[src/rtl/sdram_access_arbiter.sv]
// sdram_access_arbiter
// Chooses the next high-level SDRAM operation for the command issuer.
// Candidates are two requester ports (round-robin) and auto-refresh.
// Owns the refresh interval timer and the postponed-refresh count.
// One operation at a time goes out over a valid/ready/done handshake.
module sdram_access_arbiter #(
    parameter int ADDR_W           = 24,
    parameter int REFRESH_INTERVAL = 780,
    parameter int MAX_POSTPONE     = 8,
    parameter int PEND_W           = 4
) (
    input  logic              clk,
    input  logic              rst,
    input  logic              req0_valid,
    input  logic              req0_we,
    input  logic [ADDR_W-1:0] req0_addr,
    output logic              req0_ready,
    input  logic              req1_valid,
    input  logic              req1_we,
    input  logic [ADDR_W-1:0] req1_addr,
    output logic              req1_ready,
    output logic              issue_valid,
    output logic [1:0]        issue_cmd,
    output logic [ADDR_W-1:0] issue_addr,
    output logic              issue_port,
    input  logic              issue_ready,
    input  logic              issue_done,
    output logic [PEND_W-1:0] refresh_pending,
    output logic              refresh_overrun
);

    localparam int TIMER_W = (REFRESH_INTERVAL > 1) ? $clog2(REFRESH_INTERVAL) : 1;
    localparam logic [TIMER_W-1:0] TIMER_RELOAD = TIMER_W'(REFRESH_INTERVAL - 1);
    localparam logic [PEND_W-1:0]  PEND_MAX     = PEND_W'(MAX_POSTPONE);

    localparam logic [1:0] CMD_NOP     = 2'b00;
    localparam logic [1:0] CMD_READ    = 2'b01;
    localparam logic [1:0] CMD_WRITE   = 2'b10;
    localparam logic [1:0] CMD_REFRESH = 2'b11;

    typedef enum logic [1:0] {
        ST_IDLE  = 2'd0,
        ST_OFFER = 2'd1,
        ST_BUSY  = 2'd2
    } state_t;

    state_t              r_state;
    logic [TIMER_W-1:0]  r_timer;
    logic [PEND_W-1:0]   r_pending;
    logic                r_overrun;
    logic                r_ptr;
    logic                r_valid;
    logic [1:0]          r_cmd;
    logic [ADDR_W-1:0]   r_addr;
    logic                r_port;

    logic                w_tick;
    logic                w_handshake;
    logic                w_refDone;
    logic                w_grantPort;
    logic                w_grantWe;
    logic [ADDR_W-1:0]   w_grantAddr;

    assign w_tick      = (r_timer == '0);
    assign w_handshake = (r_state == ST_OFFER) && issue_ready;
    assign w_refDone   = w_handshake && (r_cmd == CMD_REFRESH);

    // The pointer port wins when it is requesting, otherwise the other port
    assign w_grantPort = r_ptr ? req1_valid : !req0_valid;
    assign w_grantWe   = w_grantPort ? req1_we   : req0_we;
    assign w_grantAddr = w_grantPort ? req1_addr : req0_addr;

    // Ready pulses are combinational so they land in the handshake cycle itself
    assign req0_ready      = w_handshake && (r_cmd != CMD_REFRESH) && !r_port;
    assign req1_ready      = w_handshake && (r_cmd != CMD_REFRESH) &&  r_port;
    assign issue_valid     = r_valid;
    assign issue_cmd       = r_cmd;
    assign issue_addr      = r_addr;
    assign issue_port      = r_port;
    assign refresh_pending = r_pending;
    assign refresh_overrun = r_overrun;

    // Free-running refresh interval timer; exact reload keeps the tick period at REFRESH_INTERVAL
    always_ff @(posedge clk or posedge rst) begin
        if (rst) begin
            r_timer <= TIMER_RELOAD;
        end else if (w_tick) begin
            r_timer <= TIMER_RELOAD;
        end else begin
            r_timer <= r_timer - TIMER_W'(1);
        end
    end

    // Pending-refresh bookkeeping: ticks add, refresh handshakes subtract, coincident events cancel
    always_ff @(posedge clk or posedge rst) begin
        if (rst) begin
            r_pending <= '0;
            r_overrun <= 1'b0;
        end else if (w_tick && !w_refDone) begin
            if (r_pending >= PEND_MAX) begin
                r_overrun <= 1'b1;
            end else begin
                r_pending <= r_pending + PEND_W'(1);
            end
        end else if (w_refDone && !w_tick && (r_pending != '0)) begin
            r_pending <= r_pending - PEND_W'(1);
        end
    end

    // Selection/offer/busy sequencing with registered issuer-facing outputs
    always_ff @(posedge clk or posedge rst) begin
        if (rst) begin
            r_state <= ST_IDLE;
            r_ptr   <= 1'b0;
            r_valid <= 1'b0;
            r_cmd   <= CMD_NOP;
            r_addr  <= '0;
            r_port  <= 1'b0;
        end else begin
            case (r_state)
                ST_IDLE: begin
                    if (r_pending >= PEND_MAX) begin
                        r_valid <= 1'b1;
                        r_cmd   <= CMD_REFRESH;
                        r_addr  <= '0;
                        r_port  <= 1'b0;
                        r_state <= ST_OFFER;
                    end else if (req0_valid || req1_valid) begin
                        r_valid <= 1'b1;
                        r_cmd   <= w_grantWe ? CMD_WRITE : CMD_READ;
                        r_addr  <= w_grantAddr;
                        r_port  <= w_grantPort;
                        r_state <= ST_OFFER;
                    end else if (r_pending != '0) begin
                        r_valid <= 1'b1;
                        r_cmd   <= CMD_REFRESH;
                        r_addr  <= '0;
                        r_port  <= 1'b0;
                        r_state <= ST_OFFER;
                    end
                end
                ST_OFFER: begin
                    if (issue_ready) begin
                        if (r_cmd != CMD_REFRESH) begin
                            r_ptr <= !r_port;
                        end
                        r_valid <= 1'b0;
                        r_cmd   <= CMD_NOP;
                        r_addr  <= '0;
                        r_port  <= 1'b0;
                        r_state <= ST_BUSY;
                    end
                end
                ST_BUSY: begin
                    if (issue_done) begin
                        r_state <= ST_IDLE;
                    end
                end
                default: begin
                    r_state <= ST_IDLE;
                end
            endcase
        end
    end

endmodule

[config.mk]
export PLATFORM = sky130hd
export DESIGN_NAME = sdram_access_arbiter
export DESIGN_NICKNAME = d
export VERILOG_FILES = /design/src/rtl/sdram_access_arbiter.sv
export SDC_FILE = /design/constraint.sdc
export NUM_CORES = 1
export LEC_CHECK = 0
export ABC_AREA = 1
export CORE_UTILIZATION = 39
export CTS_BUF_LIST = sky130_fd_sc_hd__clkbuf_16
export DETAILED_ROUTE_END_ITERATION = 7
export MAX_ROUTING_LAYER = met4
export PLACE_DENSITY = 0.74
export RECOVER_POWER = 25
export REMOVE_ABC_BUFFERS = 1
export SLEW_MARGIN = 40
export SYNTH_ARGS = -nofsm -noshare
export SYNTH_HDL_FRONTEND = slang
export SYNTH_SLANG_ARGS = --single-unit
[constraint.sdc]
create_clock -name clk -period 3.7 [get_ports clk]
set_input_delay 0.74 -clock clk [delete_from_list [all_inputs] [get_ports clk]]
set_output_delay 0.74 -clock clk [all_outputs]
set_load 0.1 [all_outputs]
==> results of run 1 <==
==> layer usage <==
metal | track usage [%] | share of wire (%) | up-vias
met5 | - | 0 | -
met4 | 7.544 | 1.8 | 0
met3 | 5.333 | 7.2 | 8
met2 | 34.00 | 49 | 82
met1 | 23.20 | 42 | 1045
li1 | - | - | 1088
==> power groups by stage <==
stage | clock network [mW] | registers, mW | logic [mW]
floorplan | 0 | 1.76 | 0.634
global placement | 0 | 0.778 | 2.13
detailed placement | 0 | 0.778 | 2.01
CTS | 0.505 | 0.774 | 2.02
global route | 0.519 | 0.796 | 2.13
finish | 0.493 | 0.774 | 2.01
==> synthesized netlist by cell type, types with 4 or more instances <==
cell type	instances
nor2_1	49
dfrtp_1	41
nand3_1	28
nand2_1	27
inv_1	18
o31ai_2	18
o21ai_0	16
buf_2	8
o21ai_1	8
o31ai_1	7
dfstp_2	5
nor2_2	5
xor2_1	5
buf_4	4
nand4_1	4
==> stage by stage <==
stage	hold slack (ns)	utilization (%)	worst slack (ns)	power [mW]	area (um2)
floorplan	0.4292	-	0.6338	2.389	2399
global placement	0.4378	56.35	0.9699	2.909	3396
detailed placement	0.4467	53.65	0.9047	2.789	3233
CTS	0.4621	56.35	0.9593	3.295	3396
global route	0.4727	56.37	0.8152	3.445	3397
finish	0.4592	56.37	0.9508	3.275	3397
==> cells by family after synthesis <==
kind of cell | count (synthesis)
adders and majority gates | 4
and+or+nand+nor | 129
xor gates and xnor gates | 5
AOI/OAI and AO/OA | 54
DFF | 46
buffers and inverters | 34
==> registers in the layout, indices dropped and copies added, names as in the netlist <==
signal           cells
issue_addr          24
issue_cmd            2
issue_port           1
issue_valid          1
r_ptr                1
r_state              2
r_timer             10
refresh_overrun      1
refresh_pending      4
==> cells in the final DEF (no fill, tap or decap), types with 2 or more instances in the layout <==
cell             synthesis  final
o21ai_0                 16     16
o31ai_1                  7      7
clkbuf_16                0      5
o31ai_2                 18     18
nor2_2                   5      5
nor2_1                  49     49
nand2_1                 27     28
a21oi_1                  3      3
dfrtp_1                 41     41
nand2_4                  3      4
buf_4                    4      3
inv_1                   18     18
ha_1                     3      3
nand3_2                  2      2
buf_2                    8     33
inv_2                    3      3
nand4_1                  4      4
nand3_1                 28     28
dfstp_2                  5      5
o21ai_1                  8      8
clkdlybuf4s50_1          0     54
xor2_1                   5      5
==> cell type report <==
cell class                      instances  area share (%)
Multi-Input combinational cell        192           34.29
Sequential cell                        46           34.07
Timing Repair Buffer                   91           21.73
Clock buffer                            5           3.683
Tap cell                               75           2.762
Inverter                               21           2.357
Clock inverter                          3           1.105
==> worst register-to-register path, cell delays in order, from the launching register on <==
cell and delay [ns]:
dfstp_2 0.37, inv_1 0.10, ha_1 0.22, nand2_1 0.17, nor2_8 0.19, nand3_2 0.14
ha_1 0.35, nand2_1 0.08, nand2_1 0.05, nor2_1 0.13, nand4_1 0.15, nand4_1 0.13
nand2_1 0.06
==> how the worst min path moves through the flow <==
stage	end	from
6_report	r_timer[0]$_DFF_PP1_	r_timer[0]$_DFF_PP1_
5_1_grt	r_timer[0]$_DFF_PP1_	r_timer[0]$_DFF_PP1_
4_1_cts	r_timer[0]$_DFF_PP1_	r_timer[0]$_DFF_PP1_
3_5_place_dp	r_timer[0]$_DFF_PP1_	r_timer[0]$_DFF_PP1_
3_3_place_gp	r_timer[0]$_DFF_PP1_	r_timer[0]$_DFF_PP1_
2_1_floorplan	r_timer[0]$_DFF_PP1_	r_timer[0]$_DFF_PP1_
==> results.sh, run 1 <==
export IMPL_yosys_warnings=0
export IMPL_ir_drop_v=0.0007581
export IMPL_clkTransAtPathRegs_ns=0.06
export IMPL_synthDistinctLibCells=33
export IMPL_finalNonFillerCells=433
export IMPL_start_util_pct=41.03
export IMPL_post_cts_resized=0
export IMPL_p_leak_nw=1.611
export IMPL_clk_insertion_delay_late_ns=0.28
export IMPL_status="complete, but fails checks"
export IMPL_register_area_mm2=0.001157
export IMPL_path_buf_inv=2
export IMPL_hold_path_cell_count=1
export IMPL_cp_slowest_cell="clkdlybuf4s50_1"
export IMPL_crit_fanout=4
export IMPL_cp_required_ns=2.96
export IMPL_reg2reg_to="refresh_pending[3]$_DFFE_PP0P_"
export IMPL_fin_crit_ns=2.749
export IMPL_num_fill_cells=557
export IMPL_synthXorXnorAreaFrac_pct=1.771
export IMPL_drv_slew=47
export IMPL_clockBufferDepth=2
export IMPL_routed_wl_um=5873
export IMPL_drive_gt1_share_pct=23.74
export IMPL_power_net_switching_mw=1.899
export IMPL_grt_usage_pct=20.25
export IMPL_synth_edff_count=0
export IMPL_ff2ff_setup_slack_ns=1.45
export IMPL_insertedDiodeCount=0
export IMPL_swShare_pct=58.00
export IMPL_nets=417
export IMPL_post_cts_buffers=0
export IMPL_tritoncts="yes"
export IMPL_cp_cell_sequence="clkdlybuf4s50_1 > nand2_1 > nor2_2 > nand2_1 > nor2_1 > buf_4"
export IMPL_yosys_area_share_simple_pct=25.56
export IMPL_drtIter0Drc=117
export IMPL_path_delay_family="buffers and inverters"
export IMPL_ant_nets=0
export IMPL_vias=2223
export IMPL_post_synth_instance_area_mm2=0.002472
export IMPL_multiInputGateArea_mm2=0.001165
export IMPL_die_w_um=81.62
export IMPL_avgSynthCellArea_um2=9.090
export IMPL_synth_top_cell_area_share_pct=41.50
export IMPL_synth_compound_area_share_pct=17.36
export IMPL_yosysTopAreaCell="dfrtp_1"
export IMPL_maxCapViolations=1
export IMPL_min_path_type="register to register"
export IMPL_synth_seq_area_share_pct=46.81
export IMPL_fp_row_count=28
export IMPL_synth_seq_cells=46
export IMPL_htree_levels=2
export IMPL_pin_count=91
export IMPL_overflow=0
export IMPL_worstMarginPinSlew_ns=1.973
export IMPL_cts_hold_fix_buffers=0
export IMPL_core_area_mm2=0.006026
export IMPL_numCtsBuffers=5
export IMPL_muxShareOfSynthArea_pct=0
export IMPL_synth_top_family_by_area="simple AND/OR/NAND/NOR gates"
export IMPL_synthTopCellsByArea="dfrtp_1 41%, o31ai_2 9.1%, nor2_1 7.4%"
export IMPL_grt_start_max_net_pins=47
export IMPL_dp_cells=425
export IMPL_cts_root_buffer="clkbuf_16"
export IMPL_antenna_found_initial=0
export IMPL_die_area_mm2=0.006662
export IMPL_area_growth_pct=37.40
export IMPL_slowest_delay_ns=0.49
export IMPL_skew_ns=0.008269
export IMPL_port_buffers=90
export IMPL_post_drt_wl_per_cell_um=13.56
export IMPL_crit_path_start="issue_ready"
export IMPL_cellPowerDensity_mw_per_mm2=964.0
export IMPL_reg2regPathDepth=12
export IMPL_die_y_um=81.62
export IMPL_crit_path_end_kind="output port"
export IMPL_path_class="input port to output port"
export IMPL_synthCells=272
export IMPL_setup_violations=0
export IMPL_grt_setup_unrepaired="no"
export IMPL_drt_first_pass_iters=4
export IMPL_drcViolationCount=0
export IMPL_place_congestion=0.7638
export IMPL_maxSlewHeadroom_pct=-32.23
export IMPL_seqPwrFrac_pct=23.6
export IMPL_path_depth=6
export IMPL_path_common_cell="nand2_1"
export IMPL_routed_via_density=5.134
export IMPL_fmax_ghz=0.3637
export IMPL_r2r_start="r_timer[0]$_DFF_PP1_"
export IMPL_hold_viol_final=0
export IMPL_tns_ns=0
export IMPL_synth_fa_ha_area_share_pct=2.328
export IMPL_crit_end="req0_ready"
export IMPL_p_int_mw=1.375
export IMPL_cp_data_arrival_time_ns=2.01
export IMPL_startpoint_type="input port"
export IMPL_grt_pass1_vias=2229
export IMPL_grt_pass1_wl_um=9915
export IMPL_clockPowerShare_pct=15.1
export IMPL_fin_crit_sh_pct=74.30
export IMPL_violations="capacitance limit, slew limit"
export IMPL_place_hpwl_um=4136
export IMPL_synth_ff_type="dfrtp_1"
export IMPL_clkSinkCount=46
export IMPL_p_comb_share_pct=61.3
export IMPL_ys_async_sr_fraction_pct=100.0
No activity file was read; power rests on OpenSTA's default activity.
==> inputs of run 2 (changes only) <==
- PLACE_DENSITY: 0.74 -> 0.76
- clock period: 3.7 -> 2.3 ns (I/O delays scaled with it)
==> results.sh, run 2 (synthesized netlist as in run 1, its figures left out) <==
export IMPL_status="complete, no violations"
export IMPL_cellPowerDensity_mw_per_mm2=1522
export IMPL_fin_ws_ns=0.1196
export IMPL_cp_slowest_cell="clkdlybuf4s50_1"
export IMPL_drt_first_pass_iters=4
export IMPL_numCtsBuffers=5
export IMPL_path_delay_family="buffers and inverters"
export IMPL_crit_path_start="issue_ready"
export IMPL_ir_drop_v=0.0009214
export IMPL_grt_pass1_vias=2251
export IMPL_post_drt_wl_per_cell_um=13.55
export IMPL_busiest_layer="met2"
export IMPL_worstMarginPinSlew_ns=1.127
export IMPL_crit_path_end_kind="output port"
export IMPL_fp_row_count=28
export IMPL_grt_usage_pct=20.06
export IMPL_startpoint_type="input port"
export IMPL_grt_setup_unrepaired="no"
export IMPL_port_buffers=90
export IMPL_final_common_cell="clkdlybuf4s50_1"
export IMPL_start_util_pct=41.03
export IMPL_drtIter0Drc=101
export IMPL_grt_start_max_net_pins=47
export IMPL_cp_data_arrival_time_ns=1.72
export IMPL_p_leak_nw=1.663
export IMPL_die_w_um=81.62
export IMPL_insertedDiodeCount=0
export IMPL_pre_cts_ws_ns=-0.07069
export IMPL_cp_cell_sequence="clkdlybuf4s50_1 > nand2_1 > nor2_2 > nand2_1 > nor2_2 > buf_12"
export IMPL_post_cts_buffers=0
export IMPL_cts_root_buffer="clkbuf_16"
export IMPL_fin_crit_sh_pct=94.80
export IMPL_min_path_type="register to register"
export IMPL_maxSlewHeadroom_pct=24.84
export IMPL_fin_crit_ns=2.180
export IMPL_clkSinkCount=46
export IMPL_slowest_delay_ns=0.50
export IMPL_grt_pass1_wl_um=9894
export IMPL_drcViolationCount=0
export IMPL_place_hpwl_um=4450
export IMPL_skew_ns=0.003847
export IMPL_final_cell_mix="54 x clkdlybuf4s50_1, 47 x nor2_1, 42 x buf_4, 41 x dfrtp_1, 28 x nand3_1"
export IMPL_grtUsageMet2_pct=33.50
export IMPL_drive_gt1_share_pct=26.90
export IMPL_crit_fanout=4
export IMPL_clkTransAtPathRegs_ns=0.06
export IMPL_clockBufferDepth=2
export IMPL_path_class="input port to output port"
export IMPL_r2r_start="r_timer[0]$_DFF_PP1_"
export IMPL_hold_viol_final=0
export IMPL_largest_register_ffs=24
export IMPL_hp_start="r_timer[0]$_DFF_PP1_"
export IMPL_pin_count=91
export IMPL_cts_hold_fix_buffers=0
export IMPL_tns_ns=0
export IMPL_htree_levels=2
export IMPL_antenna_found_initial=0
export IMPL_path_buf_inv=2
export IMPL_num_fill_cells=536
export IMPL_ff2ff_setup_slack_ns=0.19
export IMPL_use_met3_pct=4.444
export IMPL_grt_util_met1_pct=23.60
export IMPL_maxCapViolations=0
export IMPL_tritoncts="yes"
export IMPL_die_y_um=81.62
export IMPL_routed_wl_um=6001
export IMPL_fmax_ghz=0.4586
export IMPL_place_congestion=0.7585
export IMPL_drv_slew=0
export IMPL_setup_violations=0
export IMPL_nets=427
export IMPL_area_growth_pct=44.89
export IMPL_routed_via_density=5.041
export IMPL_vias=2233
export IMPL_core_area_mm2=0.006026
export IMPL_overflow=0
export IMPL_clk_insertion_delay_late_ns=0.29
export IMPL_post_cts_resized=0
export IMPL_ant_nets=0
export IMPL_die_area_mm2=0.006662
export IMPL_cp_required_ns=1.84
-- run 2: layout make-up --
cell class / count / area, um2 / share of cell area, %
multi-input combinational: 192 / 1180 / 32.94
inverter: 21 / 78.83 / 2.200
timing repair buffer: 101 / 930.9 / 25.99
sequential: 46 / 1157 / 32.31
tap: 75 / 93.84 / 2.620
clock inverter: 3 / 16.27 / 0.4541
clock buffer: 5 / 125.1 / 3.493
-- run 2: through the flow --
stage / hold slack [ns] / std cells / power, mW / instance area, um2 / utilization [%]
2_1_floorplan: 0.4292 / 259 / 3.844 / 2399 / -
3_3_place_gp: 0.4373 / 435 / 4.731 / 3438 / 57.06
3_5_place_dp: 0.4412 / 435 / 4.788 / 3438 / 57.06
4_1_cts: 0.4571 / 443 / 5.499 / 3580 / 59.41
5_1_grt: 0.4669 / 443 / 5.743 / 3582 / 59.45
6_report: 0.4565 / 443 / 5.454 / 3582 / 59.45
-- run 2: final timing paths --
| check | to | depth (start not counted) |
|---|---|---|
| max in group asynchronous | issue_cmd[1]$_DFFE_PP0P_ | 3 |
| max reg2reg | refresh_pending[3]$_DFFE_PP0P_ | 14 |
| min | r_timer[0]$_DFF_PP1_ | 1 |
| min reg2reg | r_timer[0]$_DFF_PP1_ | 1 |
| max | req0_ready | 6 |
| min in group asynchronous | issue_addr[10]$_DFFE_PP0P_ | 3 |
-- run 2: report_power, final --
group / leakage [nW] / switching, mW / internal, mW
logic: 1.03 / 2.61 / 0.889
clock network: 0.0672 / 0.305 / 0.397
registers: 0.563 / 0.190 / 1.07
-- run 2: metal layers --
| layer | up-vias | part of all wire (%) |
|---|---|---|
| li1 | 1102 | - |
| met1 | 1050 | 43 |
| met2 | 65 | 50 |
| met3 | 16 | 4.7 |
| met4 | 0 | 2.2 |
| met5 | - | 0 |
==> inputs of run 3 (changes only) <==
- CELL_PAD_IN_SITES_DETAIL_PLACEMENT: not set -> 0
- CELL_PAD_IN_SITES_GLOBAL_PLACEMENT: not set -> 1
- CORE_UTILIZATION: 39 -> 29
- PLACE_DENSITY: 0.76 -> 0.78
==> results.sh, run 3 (synthesized netlist as in run 1, its figures left out) <==
export IMPL_finalNonFillerCells=473
export IMPL_dp_cells=465
export IMPL_start_util_pct=30.09
export IMPL_tritoncts="yes"
export IMPL_p_leak_nw=1.672
export IMPL_drcViolationCount=0
export IMPL_final_cell_mix="54 x clkdlybuf4s50_1, 49 x nor2_1, 41 x dfrtp_1, 41 x buf_4, 28 x nand3_1"
export IMPL_overflow=0
export IMPL_fmax_ghz=0.4522
export IMPL_grt_usage_pct=15.55
export IMPL_cp_cell_sequence="clkdlybuf4s50_1 > nand2_1 > nor2_2 > buf_4 > nand2_1 > nor2_1 > buf_12"
export IMPL_fin_crit_sh_pct=96.15
export IMPL_crit_path_end_kind="output port"
export IMPL_die_y_um=94.34
export IMPL_clockBufferDepth=2
export IMPL_cp_data_arrival_time_ns=1.75
export IMPL_numCtsBuffers=5
export IMPL_die_area_mm2=0.008899
export IMPL_vias=2203
export IMPL_min_path_type="register to register"
export IMPL_area_growth_pct=46.51
export IMPL_post_drt_wl_per_cell_um=13.09
export IMPL_fin_crit_ns=2.211
export IMPL_setup_violations=0
export IMPL_drv_slew=0
export IMPL_fp_row_count=33
export IMPL_nets=427
export IMPL_insertedDiodeCount=0
export IMPL_path_class="input port to output port"
export IMPL_grt_setup_unrepaired="no"
export IMPL_cts_hold_fix_buffers=0
export IMPL_placement_cell_area_mm2=0.003488
export IMPL_clk_insertion_delay_late_ns=0.29
export IMPL_worstMarginPinSlew_ns=0.7839
export IMPL_antenna_found_initial=0
export IMPL_slowest_delay_ns=0.48
export IMPL_total_power_mw=5.453
export IMPL_path_common_cell="nand2_1"
export IMPL_ant_nets=0
export IMPL_cellPowerDensity_mw_per_mm2=1505
export IMPL_drtIter0Drc=119
export IMPL_maxSlewHeadroom_pct=47.69
export IMPL_grt_start_max_net_pins=44
export IMPL_routed_via_density=4.658
export IMPL_pin_count=91
export IMPL_grt_pass1_vias=2139
export IMPL_pre_cts_ws_ns=0.05069
export IMPL_cp_required_ns=1.84
export IMPL_routed_wl_um=6192
export IMPL_core_area_mm2=0.008217
export IMPL_hold_viol_final=0
export IMPL_drt_first_pass_iters=4
export IMPL_cts_root_buffer="clkbuf_16"
export IMPL_place_congestion=0.7847
export IMPL_fin_ws_ns=0.08858
export IMPL_clkSinkCount=46
export IMPL_crit_fanout=4
export IMPL_stdcell_area_mm2=0.003622
export IMPL_holdWs_ns=0.4655
export IMPL_tns_ns=0
export IMPL_status="complete, no violations"
export IMPL_clkTransAtPathRegs_ns=0.06
export IMPL_skew_ns=0.004881
export IMPL_die_w_um=94.34
export IMPL_grt_pass1_wl_um=10410
export IMPL_startpoint_type="input port"
export IMPL_largest_register_ffs=24
export IMPL_place_hpwl_um=4456
export IMPL_maxCapViolations=0
export IMPL_port_buffers=90
export IMPL_ir_drop_v=0.0006866
export IMPL_htree_levels=2
export IMPL_final_core_util_pct=44.08
export IMPL_cp_slowest_cell="clkdlybuf4s50_1"
export IMPL_final_common_cell="clkdlybuf4s50_1"
export IMPL_drive_gt1_share_pct=25.82
[run 3: worst paths after layout]
| check | from | to | slack, ns | cells after the start |
|---|---|---|---|---|
| worst max-delay path | issue_ready | req0_ready | 0.09 | 7 |
| worst max register to register | r_timer[0]$_DFF_PP1_ | refresh_pending[3]$_DFFE_PP0P_ | 0.22 | 12 |
| max in group asynchronous | rst | issue_addr[6]$_DFFE_PP0P_ | 0.40 | 3 |
| min in group asynchronous | rst | r_timer[6]$_DFF_PP0_ | 0.77 | 2 |
| worst min register to register | r_timer[0]$_DFF_PP1_ | r_timer[0]$_DFF_PP1_ | 0.47 | 1 |
| worst min-delay path | r_timer[0]$_DFF_PP1_ | r_timer[0]$_DFF_PP1_ | 0.47 | 1 |
[run 3: where the power goes]
| part | total (mW) | switching (mW) | internal (mW) |
|---|---|---|---|
| clock network | 0.694 | 0.302 | 0.392 |
| logic | 3.50 | 2.60 | 0.898 |
| registers | 1.26 | 0.188 | 1.07 |
| total | 5.45 | 3.09 | 2.36 |
[run 3: final cells by class]
class / count / area, um2
inverter: 21 / 78.83
fill: 774 / 4594
sequential: 46 / 1157
tap: 105 / 131.4
multi-input combinational: 192 / 1175
clock buffer: 5 / 125.1
timing repair buffer: 101 / 943.4
clock inverter: 3 / 11.26
[run 3: timing repair]
| item | CTS | global route |
|---|---|---|
| gates resized for setup | 0 | 2 |
| setup endpoints to repair | 0 | 1 |
| buffers inserted | 0 | 0 |
[run 3: metal layers]
layer / share of wire (%) / up-vias / routed length [um] / GRT usage [%]
li1: - / 1101 / - / -
met2: 46 / 87 / 2856 / 23.43
met1: 44 / 1009 / 2712 / 19.22
met5: 0 / - / 0 / -
met4: 1.2 / 0 / 72 / 5.513
met3: 8.9 / 6 / 550 / 5.475
[run 3: critical path: cells and delay by family]
kind	cells	cell delay, ns
and+or+nand+nor	4	0.47
buffers and inverters	3	0.82
